$ cat src/rtl/fifo_multi_pop_pkg.sv
`default_nettype none
// ============================================================================
//  Module      : fifo_multi_pop_pkg
//  Description : Shared types and helpers for the four-lane multi-pop FIFO:
//                lane one-hot/count types, bank pointer layout, population
//                count and one-hot rotation.
//  Revision    : 1.0 - initial release
// ============================================================================
package fifo_multi_pop_pkg;

    localparam int unsigned LANES = 4;

    // Default bank depth; the bank module derives its own pointer width from N.
    localparam int unsigned FMP_N = 8;

    // One bit per lane/bank.
    typedef logic [LANES-1:0] lane_1h_t;

    // Holds a lane count 0..LANES.
    typedef logic [2:0] lane_cnt_t;

    // Bank pointer: address plus a wrap bit so full and empty are distinguishable.
    typedef struct packed {
        logic                     b;
        logic [$clog2(FMP_N)-1:0] mem;
    } fmp_ptr_t;

    // Number of set bits in a lane vector (grant count).
    function automatic lane_cnt_t popcnt(input lane_1h_t v);
        lane_cnt_t c;
        c = '0;
        for (int i = 0; i < LANES; i++) begin
            c = c + lane_cnt_t'(v[i]);
        end
        return c;
    endfunction

    // Rotate a lane vector left by amt positions (amt in 0..LANES).
    function automatic lane_1h_t rotl_1h(input lane_1h_t v, input lane_cnt_t amt);
        logic [2*LANES-1:0] t;
        t = {v, v} << amt;
        return t[2*LANES-1:LANES];
    endfunction

endpackage
`default_nettype wire

$ cat src/rtl/fifo_multi_pop_bank.sv
`default_nettype none
// ============================================================================
//  Module      : fifo_multi_pop_bank
//  Description : One N-deep, W-wide storage bank with its own write/read
//                pointers (wrap-bit form) and local full/empty flags.
//                Read data is the entry at the read pointer (combinational).
//  Revision    : 1.0 - initial release
// ============================================================================
module fifo_multi_pop_bank #(
    parameter int W = 32,
    parameter int N = 8
) (
    input  logic         clk,
    input  logic         rst,
    input  logic         wr_en,
    input  logic [W-1:0] wr_data,
    input  logic         rd_en,
    output logic [W-1:0] rd_data,
    output logic         full,
    output logic         empty
);

    localparam int AW = $clog2(N);

    typedef struct packed {
        logic          b;
        logic [AW-1:0] mem;
    } bank_ptr_t;

    localparam logic [AW:0] PTR_ONE = (AW+1)'(1);

    bank_ptr_t    wr_ptr_q, wr_ptr_d;
    bank_ptr_t    rd_ptr_q, rd_ptr_d;
    logic [W-1:0] mem_q [N];

    // Local flags from the wrap-bit compare, and pointer advance on access.
    always_comb begin
        full     = (wr_ptr_q.b != rd_ptr_q.b) && (wr_ptr_q.mem == rd_ptr_q.mem);
        empty    = (wr_ptr_q == rd_ptr_q);
        wr_ptr_d = wr_ptr_q;
        rd_ptr_d = rd_ptr_q;
        if (wr_en && !full) begin
            wr_ptr_d = wr_ptr_q + PTR_ONE;
        end
        if (rd_en && !empty) begin
            rd_ptr_d = rd_ptr_q + PTR_ONE;
        end
    end

    // Pointer registers, cleared asynchronously.
    always_ff @(posedge clk or negedge rst) begin
        if (!rst) begin
            wr_ptr_q <= '0;
            rd_ptr_q <= '0;
        end else begin
            wr_ptr_q <= wr_ptr_d;
            rd_ptr_q <= rd_ptr_d;
        end
    end

    // Storage array; contents need no reset since pointers define validity.
    always_ff @(posedge clk) begin
        if (wr_en && !full) begin
            mem_q[wr_ptr_q.mem] <= wr_data;
        end
    end

    assign rd_data = mem_q[rd_ptr_q.mem];

endmodule
`default_nettype wire

$ cat src/rtl/fifo_multi_pop.sv
`default_nettype none
// ============================================================================
//  Module      : fifo_multi_pop
//  Description : FIFO with one push port and four pop lanes. Entries are
//                striped round-robin over four banks; up to four of the
//                oldest entries leave per cycle, lane 0 being the oldest.
//                Grants, data and status are all registered.
//                Optional macro FIFO_MULTI_POP_ASSERT_EN compiles in
//                protocol/invariant assertions (no functional effect).
//  Revision    : 1.0 - initial release
// ============================================================================
module fifo_multi_pop
    import fifo_multi_pop_pkg::*;
#(
    parameter int W = 32,
    parameter int N = 8
) (
    input  logic         clk,
    input  logic         rst,
    input  logic         push_0,
    input  logic [W-1:0] push_0_data,
    input  logic         pop_0,
    input  logic         pop_1,
    input  logic         pop_2,
    input  logic         pop_3,
    output logic         pop_0_valid_r,
    output logic         pop_1_valid_r,
    output logic         pop_2_valid_r,
    output logic         pop_3_valid_r,
    output logic [W-1:0] pop_0_data_r,
    output logic [W-1:0] pop_1_data_r,
    output logic [W-1:0] pop_2_data_r,
    output logic [W-1:0] pop_3_data_r,
    output logic         full_r,
    output logic         empty_r,
    output logic [3:0]   avail_r
);

    localparam int CAP   = LANES * N;
    localparam int OCC_W = $clog2(CAP) + 1;
    localparam logic [OCC_W-1:0] OCC_CAP = OCC_W'(CAP);

    // Registered state
    lane_1h_t         push_idx_q, push_idx_d;
    lane_1h_t         pop_idx_q,  pop_idx_d;
    logic [OCC_W-1:0] occ_q,      occ_d;
    logic             full_q,     full_d;
    logic             empty_q,    empty_d;
    lane_1h_t         avail_q,    avail_d;
    lane_1h_t         valid_q,    valid_d;
    logic [W-1:0]     data_q [LANES];

    // Combinational
    lane_1h_t         w_pop;
    lane_1h_t         w_grant;
    lane_1h_t         w_sel [LANES];
    lane_1h_t         w_rd_en;
    lane_1h_t         w_wr_en;
    logic             w_push_acc;
    lane_cnt_t        w_gcnt;
    logic [W-1:0]     w_lane_data [LANES];
    logic [W-1:0]     w_bank_rdata [LANES];
    lane_1h_t         w_bank_full;
    lane_1h_t         w_bank_empty;

    assign w_pop = {pop_3, pop_2, pop_1, pop_0};

    generate
        for (genvar b = 0; b < LANES; b++) begin : g_bank
            fifo_multi_pop_bank #(
                .W (W),
                .N (N)
            ) u_bank (
                .clk     (clk),
                .rst     (rst),
                .wr_en   (w_wr_en[b]),
                .wr_data (push_0_data),
                .rd_en   (w_rd_en[b]),
                .rd_data (w_bank_rdata[b]),
                .full    (w_bank_full[b]),
                .empty   (w_bank_empty[b])
            );
        end
    endgenerate

    // Grant chain: a lane wins only if every lower lane won, so gaps in the
    // request vector truncate the grant. Lane i maps to bank pop_idx rotated by i.
    always_comb begin
        logic chain;
        chain   = 1'b1;
        w_grant = '0;
        w_rd_en = '0;
        for (int i = 0; i < LANES; i++) begin
            w_sel[i]       = rotl_1h(pop_idx_q, lane_cnt_t'(i));
            w_grant[i]     = chain & w_pop[i] & avail_q[i] & ~|(w_sel[i] & w_bank_empty);
            chain          = w_grant[i];
            w_rd_en        = w_rd_en | (w_sel[i] & {LANES{w_grant[i]}});
            w_lane_data[i] = '0;
            for (int b = 0; b < LANES; b++) begin
                if (w_sel[i][b]) begin
                    w_lane_data[i] = w_bank_rdata[b];
                end
            end
        end
        w_gcnt = popcnt(w_grant);
    end

    // Push acceptance and next-state of indices, occupancy and status.
    always_comb begin
        w_push_acc = push_0 & ~full_q & ~|(push_idx_q & w_bank_full);
        w_wr_en    = push_idx_q & {LANES{w_push_acc}};
        push_idx_d = w_push_acc ? rotl_1h(push_idx_q, lane_cnt_t'(1)) : push_idx_q;
        pop_idx_d  = rotl_1h(pop_idx_q, w_gcnt);
        occ_d      = occ_q + {{(OCC_W-1){1'b0}}, w_push_acc}
                           - {{(OCC_W-3){1'b0}}, w_gcnt};
        full_d     = (occ_d == OCC_CAP);
        empty_d    = (occ_d == '0);
        for (int i = 0; i < LANES; i++) begin
            avail_d[i] = (occ_d > OCC_W'(i));
        end
        valid_d    = w_grant;
    end

    // Control and status registers, cleared asynchronously.
    always_ff @(posedge clk or negedge rst) begin
        if (!rst) begin
            push_idx_q <= 4'b0001;
            pop_idx_q  <= 4'b0001;
            occ_q      <= '0;
            full_q     <= 1'b0;
            empty_q    <= 1'b1;
            avail_q    <= '0;
            valid_q    <= '0;
        end else begin
            push_idx_q <= push_idx_d;
            pop_idx_q  <= pop_idx_d;
            occ_q      <= occ_d;
            full_q     <= full_d;
            empty_q    <= empty_d;
            avail_q    <= avail_d;
            valid_q    <= valid_d;
        end
    end

    // Lane data registers; only meaningful alongside valid, so no reset.
    always_ff @(posedge clk) begin
        for (int i = 0; i < LANES; i++) begin
            if (w_grant[i]) begin
                data_q[i] <= w_lane_data[i];
            end
        end
    end

    assign pop_0_valid_r = valid_q[0];
    assign pop_1_valid_r = valid_q[1];
    assign pop_2_valid_r = valid_q[2];
    assign pop_3_valid_r = valid_q[3];
    assign pop_0_data_r  = data_q[0];
    assign pop_1_data_r  = data_q[1];
    assign pop_2_data_r  = data_q[2];
    assign pop_3_data_r  = data_q[3];
    assign full_r        = full_q;
    assign empty_r       = empty_q;
    assign avail_r       = avail_q;

`ifdef FIFO_MULTI_POP_ASSERT_EN
    a_no_push_when_full: assert property (@(posedge clk) disable iff (!rst)
        !(push_0 && full_q));
    a_pop_thermometer: assert property (@(posedge clk) disable iff (!rst)
        ((w_pop & (w_pop + lane_1h_t'(1))) == '0));
    a_pop_within_avail: assert property (@(posedge clk) disable iff (!rst)
        ((w_pop & ~avail_q) == '0));
    a_occ_bounded: assert property (@(posedge clk) disable iff (!rst)
        (occ_q <= OCC_CAP));
    a_avail_thermometer: assert property (@(posedge clk) disable iff (!rst)
        ((avail_q & (avail_q + lane_1h_t'(1))) == '0));
`endif

endmodule
`default_nettype wire

$ cat config.mk
export PLATFORM = sky130hd
export DESIGN_NAME = fifo_multi_pop
export DESIGN_NICKNAME = d
export VERILOG_FILES = /design/src/rtl/fifo_multi_pop_pkg.sv /design/src/rtl/fifo_multi_pop_bank.sv /design/src/rtl/fifo_multi_pop.sv
export SDC_FILE = /design/constraint.sdc
export NUM_CORES = 2
export LEC_CHECK = 0
export BUFFER_PORTS_ARGS = -buffer_cell sky130_fd_sc_hd__clkbuf_2
export CAP_MARGIN = 20
export CORE_AREA = 8 8 382 384
export CTS_CLUSTER_DIAMETER = 80
export CTS_CLUSTER_SIZE = 28
export DETAILED_ROUTE_END_ITERATION = 16
export DIE_AREA = 0 0 390 392
export SLEW_MARGIN = 20
export SYNTH_ARGS = -nofsm -noshare
export SYNTH_HDL_FRONTEND = slang
export SYNTH_SLANG_ARGS = --single-unit
$ cat constraint.sdc
create_clock -name clk -period 6.2 [get_ports clk]
set_clock_uncertainty 0.15 [all_clocks]
set_input_delay 1.24 -clock clk [delete_from_list [all_inputs] [get_ports clk]]
set_output_delay 1.24 -clock clk [all_outputs]
set_load 0.01 [all_outputs]
# ---- Word-level counts from Yosys, hierarchy flattened
# Memory sizes are Yosys's and may differ from the RTL's.
# Cells that the tools add are included.
dict set report totals {
  output_inout_bits 138
  reg_bits 56
  ramBits 1152
  memories 5
  elab_cells 149
  in_bits 39
}
# memory depth width rd rd_ports_with_merged_regs wr line
set mem_list {}
lappend mem_list {{g_bank[0].u_bank.mem_q} 8 32 1 0 1 fifo_multi_pop_bank.sv:34} ;# logic [W-1:0] mem_q [N];
lappend mem_list {{g_bank[1].u_bank.mem_q} 8 32 1 0 1 fifo_multi_pop_bank.sv:34}
lappend mem_list {{g_bank[2].u_bank.mem_q} 8 32 1 0 1 fifo_multi_pop_bank.sv:34}
lappend mem_list {{g_bank[3].u_bank.mem_q} 8 32 1 0 1 fifo_multi_pop_bank.sv:34}
lappend mem_list {data_q 4 32 4 0 4 fifo_multi_pop.sv:51} ;# logic [W-1:0] data_q [LANES];
dict set report classes {
  n_mux 32
  shifts 1
  n_reduce_logical 31
  n_addsub 13
  bitwise_logic 27
  n_eq_ne 13
  order_cmp 4
}
# cell count
set ops {}
lappend ops {{2-to-1 mux 32 bit} 16}
lappend ops {{AND 4 bit} 10}
lappend ops {{adder 4 x 1 -> 4 bit (second input constant)} 8}
lappend ops {{OR reduction 4 bit} 5}
lappend ops {{== test 4 bit} 4}
lappend ops {{2-to-1 mux 1 bit} 16}
lappend ops {{AND 1 bit} 13}
lappend ops {{zero test 1 bit} 13}
lappend ops {{== test 3 bit} 4}
lappend ops {{greater-than comparator 6 x 1 -> 1 bit (second input constant)} 2}
lappend ops {{greater-than comparator 6 x 2 -> 1 bit (second input constant)} 2}
lappend ops {{logical AND 1 bit} 12}
lappend ops {{bitwise OR 4 bit} 3}
lappend ops {{left shift 8 x 3 -> 8 bit} 1}
lappend ops {{adder 6 x 1 -> 6 bit} 1}
lappend ops {{== test 6 bit (second input constant)} 1}
lappend ops {{zero test 6 bit} 1}
lappend ops {{subtractor 6 x 3 -> 6 bit} 1}
lappend ops {{inequality test 1 bit} 4}
lappend ops {{adder 2 x 1 -> 3 bit} 1}
lappend ops {{adder 3 x 1 -> 3 bit} 1}
lappend ops {{adder 1 x 1 -> 2 bit} 1}
lappend ops {{inverter 1 bit} 1}

# ---- Depth between registers and ports, before layout
dict set report depth {
  word_depth 17
  depth_mapped 22
  ltp_nobuf 20
}

# ---- By module
# From an unflattened synthesis, not the netlist that was laid out.
dict set report hier_totals {
  hier_cells 2723
  hier_area_um2 50499.7
}
# mod area_each_um2 cells_each seq_area_each_um2 n_inst
set by_module_without_submodules {}
lappend by_module_without_submodules {fifo_multi_pop_bank 10378.7 430 7887.6 4}
lappend by_module_without_submodules {fifo_multi_pop 8984.9 1003 4448.0 1}

# ---- Worst setup path before layout
# OpenSTA, ideal clock, no wires.
dict set report synth_path {
  kind {input -> register}
  startpoint {in pop_0}
  endpoint {reg avail_q[2], in the netlist avail_r[2]}
  path_stages 18
  required_time_ns 5.912
  n_path_buf 1
  arrival_time_ns 6.507
  setup_ns 0.138
  path_slack_ns -0.594
  cell_sequence {and4_1 -> buf_2 -> nand2_1 -> nor2_1 -> fa_1 -> ha_1 -> ha_1 -> inv_1 -> ha_1 -> inv_1 -> fa_1 -> inv_1 -> a21o_1 -> a21oi_1 -> xnor2_1 -> nor3_1 -> nor2b_1 -> o21ai_0}
}
dict set report synth_via {
  elab_chain_len 14
  word_cells_on_any_way 16
  classes_between {add/sub (4); order compare (1); bitwise (11)}
}
# element line
set synth_rtl {}
lappend synth_rtl {{start: declaration} fifo_multi_pop.sv:22} ;# input logic pop_0,
lappend synth_rtl {{AND 1 bit (2 in series)} fifo_multi_pop.sv:95} ;# w_grant[i] = chain & w_pop[i] & avail_q[i] & ~|(w_sel[i] & w_bank_empty);
lappend synth_rtl {{named net valid_d[0]} fifo_multi_pop.sv:50} ;# lane_1h_t valid_q, valid_d;
lappend synth_rtl {{AND 1 bit (9 in series)} fifo_multi_pop.sv:95}
lappend synth_rtl {{named net valid_d[3]} fifo_multi_pop.sv:50}
lappend synth_rtl {{adder 3 x 1 -> 3 bit} fifo_multi_pop_pkg.sv:33} ;# c = c + lane_cnt_t'(v[i]);
lappend synth_rtl {{subtractor 6 x 3 -> 6 bit} fifo_multi_pop.sv:115} ;# - {{(OCC_W-3){1'b0}}, w_gcnt};
lappend synth_rtl {{named net occ_d[4]} fifo_multi_pop.sv:46} ;# logic [OCC_W-1:0] occ_q, occ_d;
lappend synth_rtl {{greater-than comparator 6 x 2 -> 1 bit} fifo_multi_pop.sv:119} ;# avail_d[i] = (occ_d > OCC_W'(i));
lappend synth_rtl {{named net avail_d[2]} fifo_multi_pop.sv:49} ;# lane_1h_t avail_q, avail_d;
lappend synth_rtl {{end signal: assignment} fifo_multi_pop.sv:140} ;# avail_q <= avail_d;
lappend synth_rtl {{end: declaration} fifo_multi_pop.sv:49}
# The timed path passes the listed nets, and every way through them passes these cells.
# A chain may end at the register's enable or synchronous reset.

# ---- Worst setup path after layout
dict set report layout_path {
  startpoint {reg g_bank[0].u_bank.rd_ptr_q[1] in the netlist's numbering}
  endpoint {reg avail_q[2], in the netlist avail_r[2]}
}
dict set report layout_via {
  elab_chain_len 17
  word_cells_on_any_way 35
  classes_between {add/sub (5); order compare (1); eq/ne (2); bitwise (16); reduce/logical (11)}
}
# element line
set layout_rtl {}
lappend layout_rtl {{start: declaration} fifo_multi_pop_bank.sv:33} ;# bank_ptr_t rd_ptr_q, rd_ptr_d;
lappend layout_rtl {{start signal: assignment} fifo_multi_pop_bank.sv:57} ;# rd_ptr_q <= rd_ptr_d;
lappend layout_rtl {{== test 4 bit *} fifo_multi_pop_bank.sv:39} ;# empty = (wr_ptr_q == rd_ptr_q);
lappend layout_rtl {{AND 4 bit} fifo_multi_pop.sv:95}
lappend layout_rtl {{OR reduction 4 bit} fifo_multi_pop.sv:95}
lappend layout_rtl {{zero test 1 bit} fifo_multi_pop.sv:95}
lappend layout_rtl {{AND 1 bit (3 in series)} fifo_multi_pop.sv:95}
lappend layout_rtl {{AND 1 bit *} fifo_multi_pop.sv:95}
lappend layout_rtl {{named net valid_d[1]} fifo_multi_pop.sv:50}
lappend layout_rtl {{AND 1 bit * (3 in series)} fifo_multi_pop.sv:95}
lappend layout_rtl {{named net valid_d[2]} fifo_multi_pop.sv:50}
lappend layout_rtl {{AND 1 bit (3 in series)} fifo_multi_pop.sv:95}
lappend layout_rtl {{adder 3 x 1 -> 3 bit *} fifo_multi_pop_pkg.sv:33}
lappend layout_rtl {{subtractor 6 x 3 -> 6 bit *} fifo_multi_pop.sv:115}
lappend layout_rtl {{named net occ_d[4]} fifo_multi_pop.sv:46}
lappend layout_rtl {{greater-than comparator 6 x 2 -> 1 bit *} fifo_multi_pop.sv:119}
lappend layout_rtl {{named net avail_d[2]} fifo_multi_pop.sv:49}
# Mark *: on every way through the listed nets, which the timed path passes. The rest lies on a longest branch.

==> results by group <==
Outcome
  • Status: completed

Setup path
  • R2r setup slk: 380 ps
  • CP Launch Type: register
  • Crit end category: register
  • Worst r2r dst: avail_r[2]
  • Worst reg2reg path depth: 22
  • WS Path Type: register to register
  • WP data arrival: 6200 ps
  • Peak fanout along the critical path: 34
  • CP required: 6590 ps
  • Worst r2r src: g_bank[0].u_bank.rd_ptr_q[1]

STA
  • Fmax: 172 MHz
  • Tightest hold margin: 351 ps
  • Hold Fails Final Rpt: 0
  • Minimum clock period: 5820 ps
  • Relative slew slack: 0.209
  • Worst-Margin Slew: 1190 ps
  • Share of the clock period used by the worst path: 0.938
  • Setup tns final: 0 ps
  • RSZ-0062 raised after global routing: no
  • Final max-slew violation count: 0
  • Final setup vio count: 0

Run
  • Max-cap violation count: 0

Final layout
  • Nets: 2579
  • Area Growth Syn to Fin: 10.1%
  • Layout cell share with drive strength beyond 1: 0.288

Global route
  • Gr ovfl total: 0
  • Number of global-route vias before repair: 24.9k
  • Largest net degree at the start of global routing: 104
  • First-pass GRT wire length: 185000 um
  • GRT Util Overall: 0.163
  • Initial antenna violation count: 7

Route
  • DR vias/cell: 5.66
  • Drt total wl: 129000 um
  • Initial DRC Count: 3210
  • Vias after detailed routing: 25.1k
  • Final ANT Viol Nets: 0
  • # DRC: 0
  • DR pass1 iterations: 7
  • Routed length per instance: 29.1 um

Min path
  • Hold Path Origin: g_bank[1].u_bank.wr_ptr_q[3]
  • Hold path cells: 1
  • WHS Endpoint: g_bank[1].u_bank.wr_ptr_q[3]
  • Worst Hold Class: register to register

Clocking
  • CTS buffer count: 52
  • H-tree Lvls: 2
  • Clock latency on the worst-skew pair: 670 ps
  • Cts repair resizes: 0
  • Clk slew on worst S/H paths: 110 ps
  • Post-CTS Setup Inserts: 0
  • CTS tree: yes
  • Clk sink count: 1208
  • Clock buffer depth: 3
  • CTS root buf: clkbuf_16
  • Hold Buf Count CTS: 0

Synth
  • FFs w/ async S/R, synth: 0.0464
  • Mapped Cells: 2402
  • Synth Register Bits: 1208
  • Seq/Total Area, Yosys: 0.740
  • Post-Syn Area: 0.0487 mm^2
  • Post-synthesis cell type count: 52
  • Main synth FF type: edfxtp_1
  • Post-synth EDFFs: 1152
  • Synth Area per Inst: 20.3 um^2
  • Yosys warning total: 0
  • Syn_nets: 2461

Place
  • Dpl hpwl: 82900 um
  • # port buffers: 176
  • Gpl congestion: 0.831

Floorplanning
  • Die H: 392 um
  • Row count: 138
  • Io pins: 177
  • Starting Density: 0.347
  • Die W: 390 um
  • Die ar.: 0.153 mm^2
  • Core ar.: 0.140 mm^2

Pwr
  • Worst vdd ir: 0.000215 V
  • PD cells: 428 mW/mm^2
  • Static leakage power: 16.9 nW
-- cells in the final DEF (no fill, tap or decap), types with 27 or more instances in the layout --
cell type	instances
a21oi_1	132
nor2_4	27
mux4_2	256
mux2i_1	37
dfrtp_1	38
clkbuf_16	54
mux2_2	101
clkbuf_2	176
a221o_1	128
a22o_1	128
edfxtp_1	1152
buf_4	61
-- worst max path at each step --
stage / startpoint / endpoint / slack (ps) / cells after the start
global placement: g_bank[0].u_bank.rd_ptr_q[1] / avail_r[2] / 580 / 22
global route: g_bank[0].u_bank.rd_ptr_q[1] / empty_r / 6 / 22
finish: g_bank[0].u_bank.rd_ptr_q[1] / avail_r[2] / 380 / 22
CTS: g_bank[0].u_bank.rd_ptr_q[1] / avail_r[2] / 450 / 22
detailed placement: g_bank[0].u_bank.rd_ptr_q[1] / avail_r[2] / 520 / 22
floorplan: pop_0 / avail_r[2] / 10 / 18
-- through the flow --
step                      utilization  area [um^2]  instances  worst slack [ps]  power [mW]
after floorplan                     -        48700       2402              10.2        15.8
after global placement          0.371        51900       4351               580        18.8
after detailed placement        0.371        52000       4356               516        19.0
after CTS                       0.382        53600       4431               448        23.1
after global routing            0.382        53600       4431              5.99        23.9
final                           0.382        53600       4433               384        22.9
-- cell type report --
cell class | instances | area [um^2]
fill | 12600 | 86600
sequential | 1208 | 36000
multi-input combinational | 992 | 12100
tap | 1890 | 2360
timing repair buffer | 242 | 1440
clock buffer | 61 | 1390
clock inverter | 14 | 150
inverter | 24 | 90.1
antenna | 2 | 5.00
-- registers in the layout, summed over array words and instances, names as in the netlist --
name,count
g_bank.u_bank.mem_q,1024
avail_r,4
pop_idx_q,4
push_idx_q,4
empty_r,1
data_q,128
full_r,1
g_bank.u_bank.rd_ptr_q,16
occ_q,6
g_bank.u_bank.wr_ptr_q,16
valid_q,4
-- report_power, final --
group,total (mW),switching [mW],internal [mW]
Combinational,8.73,5.29,3.44
Sequential,10.1,0.365,9.72
Clock,4.13,2.49,1.64
-- metal layers --
metal | track usage | up-vias | wire length [um] | part of all wire
met3 | 0.0282 | 105 | 10300 | 0.080
met1 | 0.239 | 13600 | 56100 | 0.43
li1 | - | 10300 | - | -
met5 | 0 | - | 0 | 0
met4 | 0.0262 | 0 | 1820 | 0.014
met2 | 0.262 | 1137 | 60900 | 0.47
-- cell usage after synthesis, types with 3 or more instances --
library cell	number	area, um^2
edfxtp_1	1152	34600
mux4_2	256	5770
a21oi_1	132	661
a221o_1	128	1280
a22o_1	128	1120
clkbuf_1	124	465
mux2_2	101	1140
dfrtp_1	53	1330
mux2i_1	37	370
buf_2	31	155
nor2_1	29	109
xnor2_1	25	219
inv_1	24	90.1
xor2_1	20	175
buf_1	19	71.3
nand2_1	19	71.3
ha_1	18	225
nor3_1	13	65.1
nand2b_1	11	68.8
nand3_1	10	50.1
nand4_1	8	50.1
o21ai_0	5	25.0
a21o_1	4	30.0
and3_1	4	25.0
and4_1	4	35.0
o2111ai_1	4	35.0
a222oi_1	3	30.0
dfstp_2	3	78.8
mux2_1	3	33.8
nor4_2	3	37.5
-- kinds of logic (layout without fill, tap and decap cells) --
logic type,Yosys count,after routing,synth area share
simple gates,114,114,0.0126
xor+xnor,45,45,0.00810
fa+ha+maj,20,20,0.00545
mux,397,397,0.150
flops,1208,1208,0.740
other cells,0,2,0
buf+inv,202,341,0.0166
compound gates,416,416,0.0675
-- worst max-delay path, stage by stage, from the launching register on --
cell and delay [ps]:
dfrtp_4 600, xor2_1 220, nor4_2 760, a222oi_1 260
and4_1 260, buf_4 160, nand2_1 150, inv_2 70
buf_4 300, and3_2 280, ha_1 410, ha_1 280
inv_1 60, ha_1 160, inv_1 70, fa_1 460
inv_1 80, a21o_1 110, a21oi_1 70, xnor2_1 150
nor3_1 220, nor2b_1 310, o21ai_0 130
Power figures use the tool's default switching activity.
